## src/rtl/alu_result_fifo.sv

```systemverilog
// Result buffer behind the 16-bit logic units: captures {op, flags, data} and queues them in a small FIFO.
// Optional push counter / sticky stall flag when ALU_RESULT_FIFO_STATS_EN is defined.
module alu_result_fifo #(
   parameter int unsigned WIDTH = 16,
   parameter int unsigned OPW   = 4,
   parameter int unsigned DEPTH = 4
) (
   input  logic                     clk,
   input  logic                     rst_n,
   input  logic                     in_valid,
   output logic                     in_ready,
   input  logic [WIDTH-1:0]         in_data,
   input  logic [OPW-1:0]           in_op,
   output logic                     out_valid,
   input  logic                     out_ready,
   output logic [WIDTH-1:0]         out_data,
   output logic [OPW-1:0]           out_op,
   output logic                     out_zero,
   output logic                     out_ones,
   output logic                     out_parity,
   output logic [$clog2(DEPTH):0]   level
`ifdef ALU_RESULT_FIFO_STATS_EN
   ,
   output logic [15:0]              stat_count,
   output logic                     stat_stall
`endif
);

   localparam int unsigned PW = $clog2(DEPTH);
   localparam int unsigned EW = OPW + 3 + WIDTH;
   localparam logic [PW:0]   FULL_LVL = DEPTH[PW:0];
   localparam logic [PW:0]   LVL_ONE  = 1;
   localparam logic [PW-1:0] PTR_ONE  = 1;

   logic [EW-1:0]  mem_q [DEPTH];
   logic [PW-1:0]  rd_ptr_q, rd_ptr_d;
   logic [PW-1:0]  wr_ptr_q, wr_ptr_d;
   logic [PW:0]    level_q, level_d;
   logic           full, empty, push, pop;
   logic [EW-1:0]  wr_entry, head;

   assign full  = (level_q == FULL_LVL);
   assign empty = (level_q == '0);
   assign push  = in_valid && !full;
   assign pop   = out_ready && !empty;

   // Flags are frozen at capture time so the consumer sees exactly what the logic unit produced.
   assign wr_entry = {in_op, (in_data == '0), (&in_data), (^in_data), in_data};

   always_comb begin
      rd_ptr_d = rd_ptr_q;
      wr_ptr_d = wr_ptr_q;
      level_d  = level_q;
      if (push) wr_ptr_d = wr_ptr_q + PTR_ONE;
      if (pop)  rd_ptr_d = rd_ptr_q + PTR_ONE;
      unique case ({push, pop})
         2'b10:   level_d = level_q + LVL_ONE;
         2'b01:   level_d = level_q - LVL_ONE;
         default: level_d = level_q;
      endcase
   end

   always_ff @(posedge clk or negedge rst_n) begin
      if (!rst_n) begin
         rd_ptr_q <= '0;
         wr_ptr_q <= '0;
         level_q  <= '0;
      end else begin
         rd_ptr_q <= rd_ptr_d;
         wr_ptr_q <= wr_ptr_d;
         level_q  <= level_d;
      end
   end

   always_ff @(posedge clk) begin
      if (push) mem_q[wr_ptr_q] <= wr_entry;
   end

   // Stale storage is masked while empty, so reset never has to touch the array.
   assign head = empty ? '0 : mem_q[rd_ptr_q];
   assign {out_op, out_zero, out_ones, out_parity, out_data} = head;

   assign in_ready  = !full;
   assign out_valid = !empty;
   assign level     = level_q;

`ifdef ALU_RESULT_FIFO_STATS_EN
   logic [15:0] stat_count_q, stat_count_d;
   logic        stat_stall_q, stat_stall_d;

   always_comb begin
      stat_count_d = stat_count_q;
      stat_stall_d = stat_stall_q;
      if (push)                 stat_count_d = stat_count_q + 16'd1;
      if (in_valid && full)     stat_stall_d = 1'b1;
   end

   always_ff @(posedge clk or negedge rst_n) begin
      if (!rst_n) begin
         stat_count_q <= '0;
         stat_stall_q <= 1'b0;
      end else begin
         stat_count_q <= stat_count_d;
         stat_stall_q <= stat_stall_d;
      end
   end

   assign stat_count = stat_count_q;
   assign stat_stall = stat_stall_q;
`endif

endmodule
```

## config.mk

```make
export PLATFORM = sky130hd
export DESIGN_NAME = alu_result_fifo
export DESIGN_NICKNAME = d
export VERILOG_FILES = /design/src/rtl/alu_result_fifo.sv
export SDC_FILE = /design/constraint.sdc
export NUM_CORES = 1
export LEC_CHECK = 0
export ABC_CLOCK_PERIOD_IN_PS = 6050
export BUFFER_PORTS_ARGS = -buffer_cell sky130_fd_sc_hd__buf_4
export CAP_MARGIN = 20
export CORE_ASPECT_RATIO = 1.4
export CORE_MARGIN = 2
export CORE_UTILIZATION = 30
export CTS_CLUSTER_DIAMETER = 120
export DETAILED_ROUTE_END_ITERATION = 8
export GPL_TIMING_DRIVEN = 0
export PLACE_DENSITY = 0.57
export SETUP_SLACK_MARGIN = 0.3
export SYNTH_ARGS = -nofsm -noshare
export SYNTH_HDL_FRONTEND = slang
export SYNTH_SLANG_ARGS = --single-unit
```

## constraint.sdc

```tcl
create_clock -name clk -period 6.05 [get_ports clk]
set_clock_uncertainty 0.1 [all_clocks]
set_input_delay 0.3025 -clock clk [delete_from_list [all_inputs] [get_ports clk]]
set_output_delay 0.3025 -clock clk [all_outputs]
set_load 0.01 [all_outputs]
```

After elaboration in Yosys (flattened, before gate mapping). Memories as Yosys holds them, arrays and structs flattened. Index checks and enable logic that the tools add are counted.

Register bits after elaboration: 7. Bits in writable memories: 92. Input bits: 24. Output and inout port bits: 28. Word-level logic and storage cells: 24. Memories: 1.

Add/sub/neg operators: 4. Equal/unequal tests: 3. Multiplexer cells: 4. Reductions and logical operators: 9.

Memory list: mem_q (words 4, width 23, rd ports 1, clocked after Yosys merged registers in 0, write ports 1, line 35) `logic [EW-1:0] mem_q [DEPTH];`.

Operators with widths (count): 23-bit two-way mux (1); 16-bit zero test (1); 16-bit AND reduction (1); 16-bit XOR reduction (1); 3-bit one-hot mux with 2 select lines (1); 2-bit by 1-bit adder with 2-bit output, second input constant (2); 3-bit by 1-bit adder with 3-bit output, second input constant (1); 3-bit equality test, second input constant (1); 3-bit zero test (1); 3-bit by 1-bit subtractor with 3-bit output, second input constant (1); 2-bit by 1-bit equality test with 1-bit output, second input constant (1); 2-bit equality test, second input constant (1); 1-bit logical AND (2); 1-bit zero test (2); 1-bit two-way mux (2); 2-bit nonzero test (1).

Depth between registers and ports, before layout.
Word-level depth: 5. Mapped depth: 9. Gate-level depth less buffers: 9.

Least setup slack after synthesis. Ideal clock, no wire load.

Path kind: register to register. Start: register level_q[1], in the netlist level[1]. End: register level_q[2], in the netlist level[2]. Setup time: 79 ps. Data arrival time: 2056 ps. Required time: 5871 ps. Path slack: 3815 ps. Stages on the path, launching flop included: 10. Path buffers: 0. Period minus slack after synthesis: 2235 ps. Cell sequence: dfrtp_1 -> or3b_4 -> and2_4 -> inv_1 -> ha_1 -> inv_1 -> fa_1 -> xor2_1 -> nor2_1 -> xor2_1.

Longest elaborated chain between the ends: 5. Elaborated cells between the ends (all ways): 12. Classes of those cells: 2 x add/sub; 3 x eq/ne; 1 x mux; 6 x reduce/logical.

RTL lines: from (decl) (line 38) `logic [PW:0] level_q, level_d;`; from (signal assigned) (line 71) `level_q <= level_d;`; 3-bit equality test (*) (line 42) `assign full = (level_q == FULL_LVL);`; 1-bit zero test (*); net in_ready (line 11) `output logic in_ready,`; 1-bit logical AND (*) (line 44) `assign push = in_valid && !full;`; 2-bit by 1-bit equality test with 1-bit output or 2-bit equality test (tied branches) (line 56) `unique case ({push, pop})`; 3-bit one-hot mux with 2 select lines or 2-bit nonzero test (tied branches).

The timed path passes the listed nets; every way through them passes the cells marked *. A chain may end at the register's enable or synchronous reset.

Worst setup path in the final report.
Start: register level_q[1], in the netlist level[1]. End: output out_data[7].

Longest elaborated chain between the ends: 2.

RTL lines: 3-bit zero test (line 43) `assign empty = (level_q == '0);`; 23-bit two-way mux (line 80) `assign head = empty ? '0 : mem_q[rd_ptr_q];`; to (decl) (line 16) `output logic [WIDTH-1:0] out_data,`.

No other way between the ends.

==> metrics.txt <==
# TYPE chip_impl_metric gauge
chip_impl_metric{name="avgViaCountPerCell",unit=""} 4.369
chip_impl_metric{name="port_buffers",unit=""} 51
chip_impl_info{name="crit_path_end",value="out_data[7]"} 1
chip_impl_metric{name="max_cap_violations",unit=""} 0
chip_impl_metric{name="vert_die_dim",unit="um"} 145.1
chip_impl_metric{name="worst-r2r-cell-count",unit=""} 9
chip_impl_metric{name="multi_input_area",unit="um^2"} 1186
chip_impl_metric{name="register_area",unit="um^2"} 2938
chip_impl_metric{name="setup-tns-final",unit="ns"} 0
chip_impl_metric{name="grt_antenna_before_repair",unit=""} 0
chip_impl_metric{name="core.rowCount",unit=""} 51
chip_impl_info{name="timing.hold.worst.class",value="input port to flip-flop"} 1
chip_impl_metric{name="area_delta_synth_final",unit="%"} 21.33
chip_impl_metric{name="peak_supply_drop",unit="mV"} 0.1575
chip_impl_metric{name="worst_skew_pair.late_latency",unit="ns"} 0.34
chip_impl_info{name="critical_path.reg2reg.startpoint",value="level[1]"} 1
chip_impl_metric{name="timing.final.max_slew_violations",unit=""} 0
chip_impl_metric{name="numCtsBuffers",unit=""} 9
chip_impl_metric{name="core_area",unit="um^2"} 13910
chip_impl_metric{name="dieArea",unit="um^2"} 15200
chip_impl_metric{name="synthesis.instances",unit=""} 230
chip_impl_metric{name="drt_pre_antenna_iters",unit=""} 4
chip_impl_metric{name="placer_congestion",unit=""} 0.6751
chip_impl_metric{name="filler_cell_count",unit=""} 1375
chip_impl_metric{name="top_level_ports",unit=""} 52
chip_impl_metric{name="drt_drc_violations_left",unit=""} 0
chip_impl_metric{name="post-route-min-period",unit="ns"} 2.412
chip_impl_metric{name="layout.cells.non_filler",unit=""} 483
chip_impl_metric{name="drive_above_1_share",unit="%"} 34.23
chip_impl_metric{name="tightest_slew",unit="ns"} 0.6603
chip_impl_info{name="critical_path_launch_point",value="level[1]"} 1
chip_impl_info{name="yosys_most_used_dff",value="edfxtp_1"} 1
chip_impl_metric{name="drt_iter0_drc",unit=""} 74
chip_impl_metric{name="largest_net_degree_at_the_start_of_global_routing",unit=""} 24
chip_impl_metric{name="via_count_of_the_first_global_routing_pass",unit=""} 2263
chip_impl_metric{name="detail_route.wl_per_cell",unit="um"} 16.04
chip_impl_info{name="cts-root-buf",value="clkbuf_16"} 1
chip_impl_info{name="tritoncts",value="yes"} 1
chip_impl_metric{name="finalPower",unit="mW"} 2.444
chip_impl_metric{name="final_antenna_net_count",unit=""} 0
chip_impl_metric{name="cts_buffer_depth",unit=""} 2
chip_impl_metric{name="synth_edf_count",unit=""} 92
chip_impl_metric{name="route.final.wire_length",unit="mm"} 7.746
chip_impl_metric{name="max_freq",unit="GHz"} 0.4146
chip_impl_metric{name="share_of_the_clock_period_used_by_the_worst_path",unit="%"} 39.86
chip_impl_metric{name="postCtsSetupBuffers",unit=""} 0
chip_impl_metric{name="grt_util_all_layers",unit="%"} 10.74
chip_impl_metric{name="synth_seq_cells",unit=""} 99
chip_impl_metric{name="clock_sinks",unit=""} 99
chip_impl_metric{name="cp_data_required_time",unit="ns"} 5.65
chip_impl_metric{name="synth.avg_cell_area",unit="um^2"} 18.54
chip_impl_metric{name="seq_area_frac_synth",unit="%"} 68.88
chip_impl_metric{name="postSynthNetCount",unit=""} 276
chip_impl_metric{name="post-dp-hpwl",unit="mm"} 5.237
chip_impl_metric{name="setup-violations-final",unit=""} 0
chip_impl_metric{name="p_leak",unit="nW"} 1.916
chip_impl_info{name="worstSetupPathType",value="flip-flop to output pin"} 1
chip_impl_metric{name="htree_levels",unit=""} 3
chip_impl_info{name="unrepaired_setup_endpoints_after_global_routing",value="no"} 1
chip_impl_metric{name="grt_overflow_total",unit=""} 0
chip_impl_metric{name="postCtsHoldBufs",unit=""} 1
chip_impl_metric{name="die_width",unit="um"} 104.8
chip_impl_metric{name="placed_cells",unit=""} 466
chip_impl_metric{name="initial_core_util",unit="%"} 30.66
chip_impl_metric{name="clkTransAtPathRegs",unit="ns"} 0.06
chip_impl_info{name="outcome",value="finished, final reports clean"} 1
chip_impl_metric{name="critical_path_maximum_fanout",unit=""} 10
chip_impl_metric{name="cp.arrival",unit="ns"} 2.01
chip_impl_metric{name="ys_types",unit=""} 22
chip_impl_info{name="worst_setup_sp_type",value="flip-flop"} 1
chip_impl_metric{name="timing.max_slew.rel_slack",unit="%"} 55.98
chip_impl_metric{name="wire_length_of_the_first_global_routing_pass",unit="mm"} 12.10
chip_impl_metric{name="post_synth_instance_area",unit="um^2"} 4265
chip_impl_info{name="timing.rr.end",value="level[2]"} 1
chip_impl_metric{name="routed-via-count",unit=""} 2110
chip_impl_metric{name="antenna_cells_inserted",unit=""} 0
chip_impl_metric{name="worst-r2r-setup-slack",unit="ns"} 3.73
chip_impl_metric{name="timing_hold_violations_final",unit=""} 0
chip_impl_metric{name="power.density_cell_area",unit="nW/um^2"} 472.2
chip_impl_metric{name="cts-resized-gates",unit=""} 0
chip_impl_metric{name="ys_async_sr_fraction",unit="%"} 7.071
chip_impl_info{name="worstSetupEndpointType",value="output pin"} 1
chip_impl_metric{name="layout.nets",unit=""} 339
chip_impl_metric{name="yosys_warnings",unit=""} 0
[through the flow]
stage	util (%)	instance area [um^2]	setup slack, ns	hold slack, ns
6_report	37.20	5175	3.638	0.06412
5_1_grt	37.20	5175	3.489	0.05448
4_1_cts	37.20	5175	3.569	0.05349
3_5_place_dp	35.08	4880	3.731	0.02559
3_3_place_gp	35.08	4880	3.756	0.02217
2_1_floorplan	-	4265	3.815	-0.09309
[layout by cell type (no fill, tap or decap), types with 2 or more instances in the layout]
cell	count
clkbuf_1	4
and3_2	4
xor2_1	4
edfxtp_1	92
buf_6	3
ha_1	21
nand4_1	4
nor2_1	3
inv_6	2
buf_2	2
dfrtp_1	7
mux4_2	23
xnor2_1	9
and2_1	24
inv_1	22
clkbuf_16	9
clkinv_4	3
buf_4	51
[synth_stat cells (all sizes together), types with 3 or more instances]
library cell	number	area, um^2
ha	21	262.8
and3	4	30.03
and2	25	158.9
inv	22	82.58
edfxtp	92	2763
buf	5	43.79
dfrtp	7	175.2
mux4	23	518.0
nand4	4	25.02
xnor2	9	78.83
xor2	4	35.03
clkbuf	4	15.01
nor2	3	11.26
[critical path: stages (launching register included)]
cell,delay [ns]
dfrtp_1,0.42
or3_1,0.38
clkbuf_1,0.22
clkbuf_1,0.28
and2_1,0.23
buf_4,0.14
[cell type report]
type / instances / share of cell area [%]
Timing Repair Buffer: 52 / 7.592
Sequential cell: 99 / 56.77
Multi-Input combinational cell: 100 / 22.92
Buffer: 9 / 1.136
Clock buffer: 9 / 4.352
Inverter: 22 / 1.596
Tap cell: 185 / 4.473
Clock inverter: 7 / 1.161
[metal layers]
metal / global-route usage, % / wire, um / up-vias
met2: 18.83 / 4124 / 48
met1: 12.23 / 3148 / 1062
met5: 0 / 0 / -
met4: 4.400 / 134 / 0
li1: - / - / 989
met3: 2.965 / 338 / 11
[report_power, final]
group,switching (mW),total [mW],internal (mW)
sequential,0.0437,0.967,0.923
clock,0.247,0.533,0.286
combinational,0.450,0.943,0.493
[registers in the layout (all words and copies together), names as in the netlist]
register and cells:
rd_ptr_q 2, wr_ptr_q 2, mem_q 92, level 3
[cell families after synthesis]
| family | synth area share (%) |
|---|---|
| muxes | 12.50 |
| buffers and inverters | 3.315 |
| adders and majority gates | 6.629 |
| xor gates and xnor gates | 2.669 |
| and+or+nand+nor | 5.896 |
| AOI/OAI and AO/OA | 0.1172 |
| DFF | 68.88 |
[worst min path at each step]
stage                        start           end  slack (ns)  cells past startpoint
after detailed placement     rst_n      level[0]        0.03                      1
after global placement       rst_n      level[2]        0.02                      1
after global routing      in_op[0]  mem_q[2][19]        0.05                      1
final                     in_op[1]  mem_q[0][20]        0.06                      1
after floorplan              rst_n      level[0]       -0.09                      0
after CTS                 in_op[1]  mem_q[0][20]        0.05                      1
No activity file was read; power rests on OpenSTA's default activity.
